$ cat src/rtl/mat_serializer_if.sv
// Handshake bundle for mat_serializer: whole-matrix capture on the in side,
// one element per beat on the out side.
interface mat_serializer_if #(
  parameter int EXP_WIDTH  = 8,
  parameter int FRAC_WIDTH = 23,
  parameter int ROWS       = 4,
  parameter int COLS       = 4
);
  localparam int W  = 1 + EXP_WIDTH + FRAC_WIDTH;
  localparam int RW = (ROWS > 1) ? $clog2(ROWS) : 1;
  localparam int CW = (COLS > 1) ? $clog2(COLS) : 1;

  logic                   in_valid;
  logic                   in_ready;
  logic [ROWS*COLS*W-1:0] in_mat;
  logic                   out_valid;
  logic                   out_ready;
  logic [W-1:0]           out_data;
  logic [RW-1:0]          out_row;
  logic [CW-1:0]          out_col;
  logic                   out_last_col;
  logic                   out_last;

  modport master (
    output in_valid, in_mat, out_ready,
    input  in_ready, out_valid, out_data, out_row, out_col, out_last_col, out_last
  );

  modport slave (
    input  in_valid, in_mat, out_ready,
    output in_ready, out_valid, out_data, out_row, out_col, out_last_col, out_last
  );
endinterface

$ cat src/rtl/mat_serializer.sv
// Single-buffered matrix-to-stream serializer: captures a flattened ROWS x COLS
// matrix, then emits it row-major, one bit-exact element per handshake beat.
//
//   state | meaning
//   IDLE  | buffer empty, in_ready=1, out_valid=0
//   SEND  | streaming buffer element (row, col), out_valid=1
module mat_serializer #(
  parameter int EXP_WIDTH  = 8,
  parameter int FRAC_WIDTH = 23,
  parameter int BIAS       = 127,
  parameter int ROWS       = 4,
  parameter int COLS       = 4
) (
  input  logic             clk,
  input  logic             rst_n,
  mat_serializer_if.slave  bus
);
  localparam int W  = 1 + EXP_WIDTH + FRAC_WIDTH;
  localparam int RW = (ROWS > 1) ? $clog2(ROWS) : 1;
  localparam int CW = (COLS > 1) ? $clog2(COLS) : 1;
  localparam int N  = ROWS * COLS;
  localparam logic [RW-1:0] ROW_MAX = RW'(ROWS - 1);
  localparam logic [CW-1:0] COL_MAX = CW'(COLS - 1);

  if (ROWS < 1 || COLS < 1 || BIAS < 0 || BIAS >= (1 << EXP_WIDTH)) begin : g_param_check
    $error("mat_serializer: ROWS/COLS must be >= 1 and BIAS must fit the exponent field");
  end

  typedef enum logic {
    IDLE = 1'b0,
    SEND = 1'b1
  } state_t;

  state_t          state_q, state_d;
  logic [N*W-1:0]  mat_q;
  logic [RW-1:0]   row_q, row_d;
  logic [CW-1:0]   col_q, col_d;
  logic [31:0]     sel;
  logic [W-1:0]    elem;
  logic            out_valid;
  logic            in_ready;
  logic            last_col;
  logic            last;
  logic            beat;
  logic            capture;

  assign out_valid = (state_q == SEND);
  assign last_col  = (col_q == COL_MAX);
  assign last      = last_col && (row_q == ROW_MAX);
  assign beat      = out_valid && bus.out_ready;
  // Reloading on the final beat keeps the stream gap-free between matrices.
  assign in_ready  = (state_q == IDLE) || (beat && last);
  assign capture   = bus.in_valid && in_ready;

  always_ff @(posedge clk or negedge rst_n) begin
    if (!rst_n) begin
      state_q <= IDLE;
      row_q   <= '0;
      col_q   <= '0;
      mat_q   <= '0;
    end else begin
      state_q <= state_d;
      row_q   <= row_d;
      col_q   <= col_d;
      if (capture) begin
        mat_q <= bus.in_mat;
      end
    end
  end

  always_comb begin
    state_d = state_q;
    row_d   = row_q;
    col_d   = col_q;
    if (capture) begin
      state_d = SEND;
      row_d   = '0;
      col_d   = '0;
    end else if (beat) begin
      if (last) begin
        state_d = IDLE;
      end
      if (!last_col) begin
        col_d = col_q + 1'b1;
      end else begin
        col_d = '0;
        // Explicit wrap so non-power-of-two ROWS never indexes past the buffer.
        row_d = (row_q == ROW_MAX) ? '0 : row_q + 1'b1;
      end
    end
  end

  assign sel = 32'(row_q) * 32'(COLS) + 32'(col_q);

  always_comb begin
    elem = '0;
    for (int i = 0; i < N; i++) begin
      if (sel == 32'(i)) begin
        elem = mat_q[i*W +: W];
      end
    end
  end

  assign bus.in_ready     = in_ready;
  assign bus.out_valid    = out_valid;
  assign bus.out_data     = elem;
  assign bus.out_row      = row_q;
  assign bus.out_col      = col_q;
  assign bus.out_last_col = last_col;
  assign bus.out_last     = last;
endmodule

$ cat src/flat_wrapper.sv
// flat-port wrapper written by rule: the top's interface ports become plain ports
module mat_serializer_flat 
#(
  parameter int EXP_WIDTH  = 8,
  parameter int FRAC_WIDTH = 23,
  parameter int BIAS       = 127,
  parameter int ROWS       = 4,
  parameter int COLS       = 4
)
  (clk, rst_n, bus_in_valid, bus_in_mat, bus_out_ready, bus_in_ready, bus_out_valid, bus_out_data, bus_out_row, bus_out_col, bus_out_last_col, bus_out_last);
  mat_serializer_if #(.EXP_WIDTH(EXP_WIDTH), .FRAC_WIDTH(FRAC_WIDTH), .ROWS(ROWS), .COLS(COLS)) bus_i ();
  input  logic clk;
  input  logic rst_n;
  input wire logic [$bits(bus_i.in_valid)-1:0] bus_in_valid;
  input wire logic [$bits(bus_i.in_mat)-1:0] bus_in_mat;
  input wire logic [$bits(bus_i.out_ready)-1:0] bus_out_ready;
  output wire logic [$bits(bus_i.in_ready)-1:0] bus_in_ready;
  output wire logic [$bits(bus_i.out_valid)-1:0] bus_out_valid;
  output wire logic [$bits(bus_i.out_data)-1:0] bus_out_data;
  output wire logic [$bits(bus_i.out_row)-1:0] bus_out_row;
  output wire logic [$bits(bus_i.out_col)-1:0] bus_out_col;
  output wire logic [$bits(bus_i.out_last_col)-1:0] bus_out_last_col;
  output wire logic [$bits(bus_i.out_last)-1:0] bus_out_last;
  assign bus_i.in_valid = bus_in_valid;
  assign bus_i.in_mat = bus_in_mat;
  assign bus_i.out_ready = bus_out_ready;
  assign bus_in_ready = bus_i.in_ready;
  assign bus_out_valid = bus_i.out_valid;
  assign bus_out_data = bus_i.out_data;
  assign bus_out_row = bus_i.out_row;
  assign bus_out_col = bus_i.out_col;
  assign bus_out_last_col = bus_i.out_last_col;
  assign bus_out_last = bus_i.out_last;
  mat_serializer #(.EXP_WIDTH(EXP_WIDTH), .FRAC_WIDTH(FRAC_WIDTH), .BIAS(BIAS), .ROWS(ROWS), .COLS(COLS)) u_core (.clk(clk), .rst_n(rst_n), .bus(bus_i));
endmodule
$ cat config.mk
export PLATFORM = sky130hd
export DESIGN_NAME = mat_serializer_flat
export DESIGN_NICKNAME = d
export VERILOG_FILES = /design/src/rtl/mat_serializer_if.sv /design/src/rtl/mat_serializer.sv /design/src/flat_wrapper.sv
export SDC_FILE = /design/constraint.sdc
export NUM_CORES = 1
export LEC_CHECK = 0
export CAP_MARGIN = 20
export CORE_MARGIN = 5
export CORE_UTILIZATION = 45
export DETAILED_ROUTE_END_ITERATION = 6
export GPL_TIMING_DRIVEN = 0
export PLACE_DENSITY = 0.77
export REMOVE_ABC_BUFFERS = 1
export SLEW_MARGIN = 25
export SYNTH_ARGS = -nofsm -noshare
export SYNTH_HDL_FRONTEND = slang
export SYNTH_SLANG_ARGS = --single-unit
$ cat constraint.sdc
create_clock -name clk -period 3.6 [get_ports clk]
set_clock_uncertainty 0.1 [all_clocks]
set_input_delay 0.36 -clock clk [delete_from_list [all_inputs] [get_ports clk]]
set_output_delay 0.36 -clock clk [all_outputs]
set_load 0.02 [all_outputs]
==> results_dict.tcl <==
set metrics [dict create \
    crit_type "flop to output pin" \
    wl_per_cell_um 27.1 \
    fp.dieH_um 246 \
    wirelength_um 94000 \
    grt_overflow 0 \
    peakVddDrop_uv 759 \
    crit_path_start "u_core.bus.out_col[0]" \
    dp_hpwl_um 56700 \
    hold_violations 0 \
    arrival_ps 3120 \
    tightest_slew_ps 509 \
    ios 556 \
    setup_viol 0 \
    ys_seq_area_share_pct 51.7 \
    rows 86 \
    synth_area_um2 25000 \
    rsz0062_at_grt "true" \
    max-slew-margin-rel_pct 66.0 \
    clkSinkCount 517 \
    grt_max_degree 94 \
    min_period_ps 3580 \
    grtUsageTotal_pct 29.3 \
    grt_pass1_vias 21800 \
    path_max_fanout 14 \
    synth_seq_cells 517 \
    crit_path_max_incr_delay_ps 430 \
    dr.pass1.iters 5 \
    htree_levels 2 \
    crit_top_cell "buf_12" \
    postSynth.topFlopCell "dfrtp_1" \
    rr_startpoint "u_core.bus.out_col[0]" \
    netlist_instances 2090 \
    p_leak_uw 0.0144 \
    coreArea_um2 55100 \
    port_buffers 555 \
    cp_cell_sequence "buf_6 -> ha_4 -> buf_12 -> o21ai_4 -> a21boi_4 -> buf_12 -> buf_16 -> o221ai_1 -> o2111a_1 -> a211oi_1 -> buf_2" \
    switching_power_uw 11500 \
    cts_root_buf "clkbuf_16" \
    hp-class "input pin to async pin" \
    yosys.cell_types.count 50 \
    grt_antenna_before_repair 32 \
    grt_first_pass_wirelength_um 135000 \
    clk_pin_slew_ps 60 \
    dpl_cell_area_um2 31600 \
    pwr-share-seq_pct 32.8 \
    cts.path.max_buffers 3 \
    fp.dieW_um 246 \
    cpMaxStageDelayCell "dfrtp_2" \
    final_area_um2 34900 \
    combPwrFrac_pct 47.3 \
    power.internal_uw 19700 \
    nNetsFinal 3174 \
    route.detailed.drc 0 \
    cts_tree "yes" \
    synth_warnings 0 \
    avgSynthCellArea_um2 12.0 \
    drive_above_1_share_pct 29.5 \
    clkPwrFrac_pct 19.8 \
    async_flop_share_pct 100 \
    fmax_ghz 0.279 \
    dieArea_um2 60400 \
    cp_data_required_time_ps 3140 \
    critPathCaptureType "output pin" \
    drtIter0Drc 1796 \
    p_per_area_nw_per_um2 892 \
    drv_cap 0 \
    drv_slew 0 \
    status "completed" \
    area_growth_pct 39.6 \
    fin_crit_sh_pct 99.4 \
    start_util_pct 45.4 \
    num_vias 20800 \
    cp-start-kind "flop" \
    switching_share_pct 36.8 \
    cts_buffers 56 \
    synth_edf_count 0 \
    finalSetupTns_ps 0 \
    antenna_left 0 \
    gp_congestion 0.857 \
    clk_latency_ps 610 \
    via_per_inst 6.01 \
]
==> area by class of cell <==
cell class	count	area (um^2)
Clock buffer	78	1590
Fill cell	4151	20200
Timing Repair Buffer	679	7580
Clock inverter	24	382
Antenna cell	24	60.1
Inverter	39	174
Multi-Input combinational cell	1357	11300
Sequential cell	517	12900
Tap cell	748	936
==> metrics by stage <==
step / setup slack, ps / total power [uW] / utilization [%] / hold slack [ps] / instances
after CTS: -54.9 / 30300 / 62.5 / 189 / 3421
after floorplan: -12450 / 17700 / - / -35.6 / 1908
after global routing: -51.5 / 32500 / 63.4 / 212 / 3460
after global placement: -20660 / 22100 / 55.3 / 384 / 3211
after detailed placement: -772 / 23000 / 57.3 / 243 / 3249
final: 20.9 / 31100 / 63.4 / 199 / 3466
==> kinds of logic (layout without fill, tap and decap cells) <==
logic type,count (synthesis),in the layout,synth area share (%)
muxes,481,481,21.6
DFF,517,517,51.7
AOI/OAI and AO/OA,545,545,15.2
other,0,24,0
and+or+nand+nor,318,323,6.37
adders and majority gates,8,8,0.400
buffers and inverters,221,820,4.70
==> metal layers <==
| layer | vias up | global-route usage, % | wire length (um) |
|---|---|---|---|
| met5 | - | 0 | 85 |
| met4 | 14 | 13.7 | 4370 |
| met3 | 268 | 8.03 | 9290 |
| met2 | 1208 | 46.9 | 44300 |
| met1 | 10500 | 37.1 | 36000 |
| li1 | 8812 | - | - |
==> state kept, by name, indices dropped and copies added (netlist names) <==
register              cells
u_core.mat_q            512
u_core.bus.out_row        2
u_core.bus.out_col        2
u_core.bus.out_valid      1
==> cell usage after synthesis, drive strengths merged (3+ instances only) <==
| cell type | n | area, um^2 |
|---|---|---|
| dfrtp | 517 | 12900 |
| a21boi | 31 | 236 |
| a221oi | 5 | 43.8 |
| inv | 38 | 143 |
| mux2 | 480 | 5410 |
| nand2 | 138 | 518 |
| o221ai | 30 | 263 |
| nand3 | 34 | 170 |
| o21ai | 129 | 646 |
| ha | 8 | 100 |
| a22oi | 3 | 22.5 |
| clkbuf | 74 | 279 |
| nor2 | 6 | 25.0 |
| buf | 108 | 751 |
| a21oi | 120 | 601 |
| o2111a | 30 | 338 |
| o22ai | 33 | 206 |
| nand2b | 4 | 25.0 |
| and2 | 6 | 37.5 |
| a211oi | 60 | 485 |
| a21o | 30 | 225 |
| nor2b | 124 | 778 |
| a221o | 60 | 601 |
==> worst paths after layout <==
path,slack (ps),cells past startpoint,to
max,20,11,bus_out_data[21]
min,200,2,u_core.mat_q[308]
max in group asynchronous,1470,5,u_core.mat_q[123]
min in group clk,220,3,u_core.mat_q[75]
max reg2reg,110,11,u_core.mat_q[233]
min reg2reg,400,1,u_core.mat_q[323]
==> cell usage in the layout, fill, tap and decap left out, drive strengths merged, types with 31 or more instances in the layout <==
cell type and count:
a211oi 60, clkdlybuf4s50 522, clkbuf 81, a221o 60
nand3 34, nor2b 124, a21oi 120, o22ai 33
buf 149, inv 38, o21ai 129, mux2 480
nand2 138, dfrtp 517, a21boi 31
==> power groups by stage <==
| stage | Clock, uW | Combinational (uW) | Sequential [uW] |
|---|---|---|---|
| global route | 6490 | 15500 | 10500 |
| global placement | 0 | 12000 | 10100 |
| floorplan | 0 | 7950 | 9740 |
| detailed placement | 0 | 12800 | 10200 |
| finish | 6170 | 14700 | 10200 |
| CTS | 6230 | 13900 | 10100 |
==> worst max-delay path: cells and delay by family (launching register included) <==
kind                       cells  cell delay (ps)
buffers and inverters          5              810
DFF                            1              430
AOI/OAI and AO/OA              5             1080
adders and majority gates      1              180
==> repair_timing <==
action	4_1_cts	5_1_grt
resized for setup	205	34
endpoints found under the hold margin	59	0
endpoints found under the setup margin	356	54
hold buffers	1	0
pin swaps	17	17
cloned	10	2
buffers inserted	59	21
(Power assumes the default switching activity.)
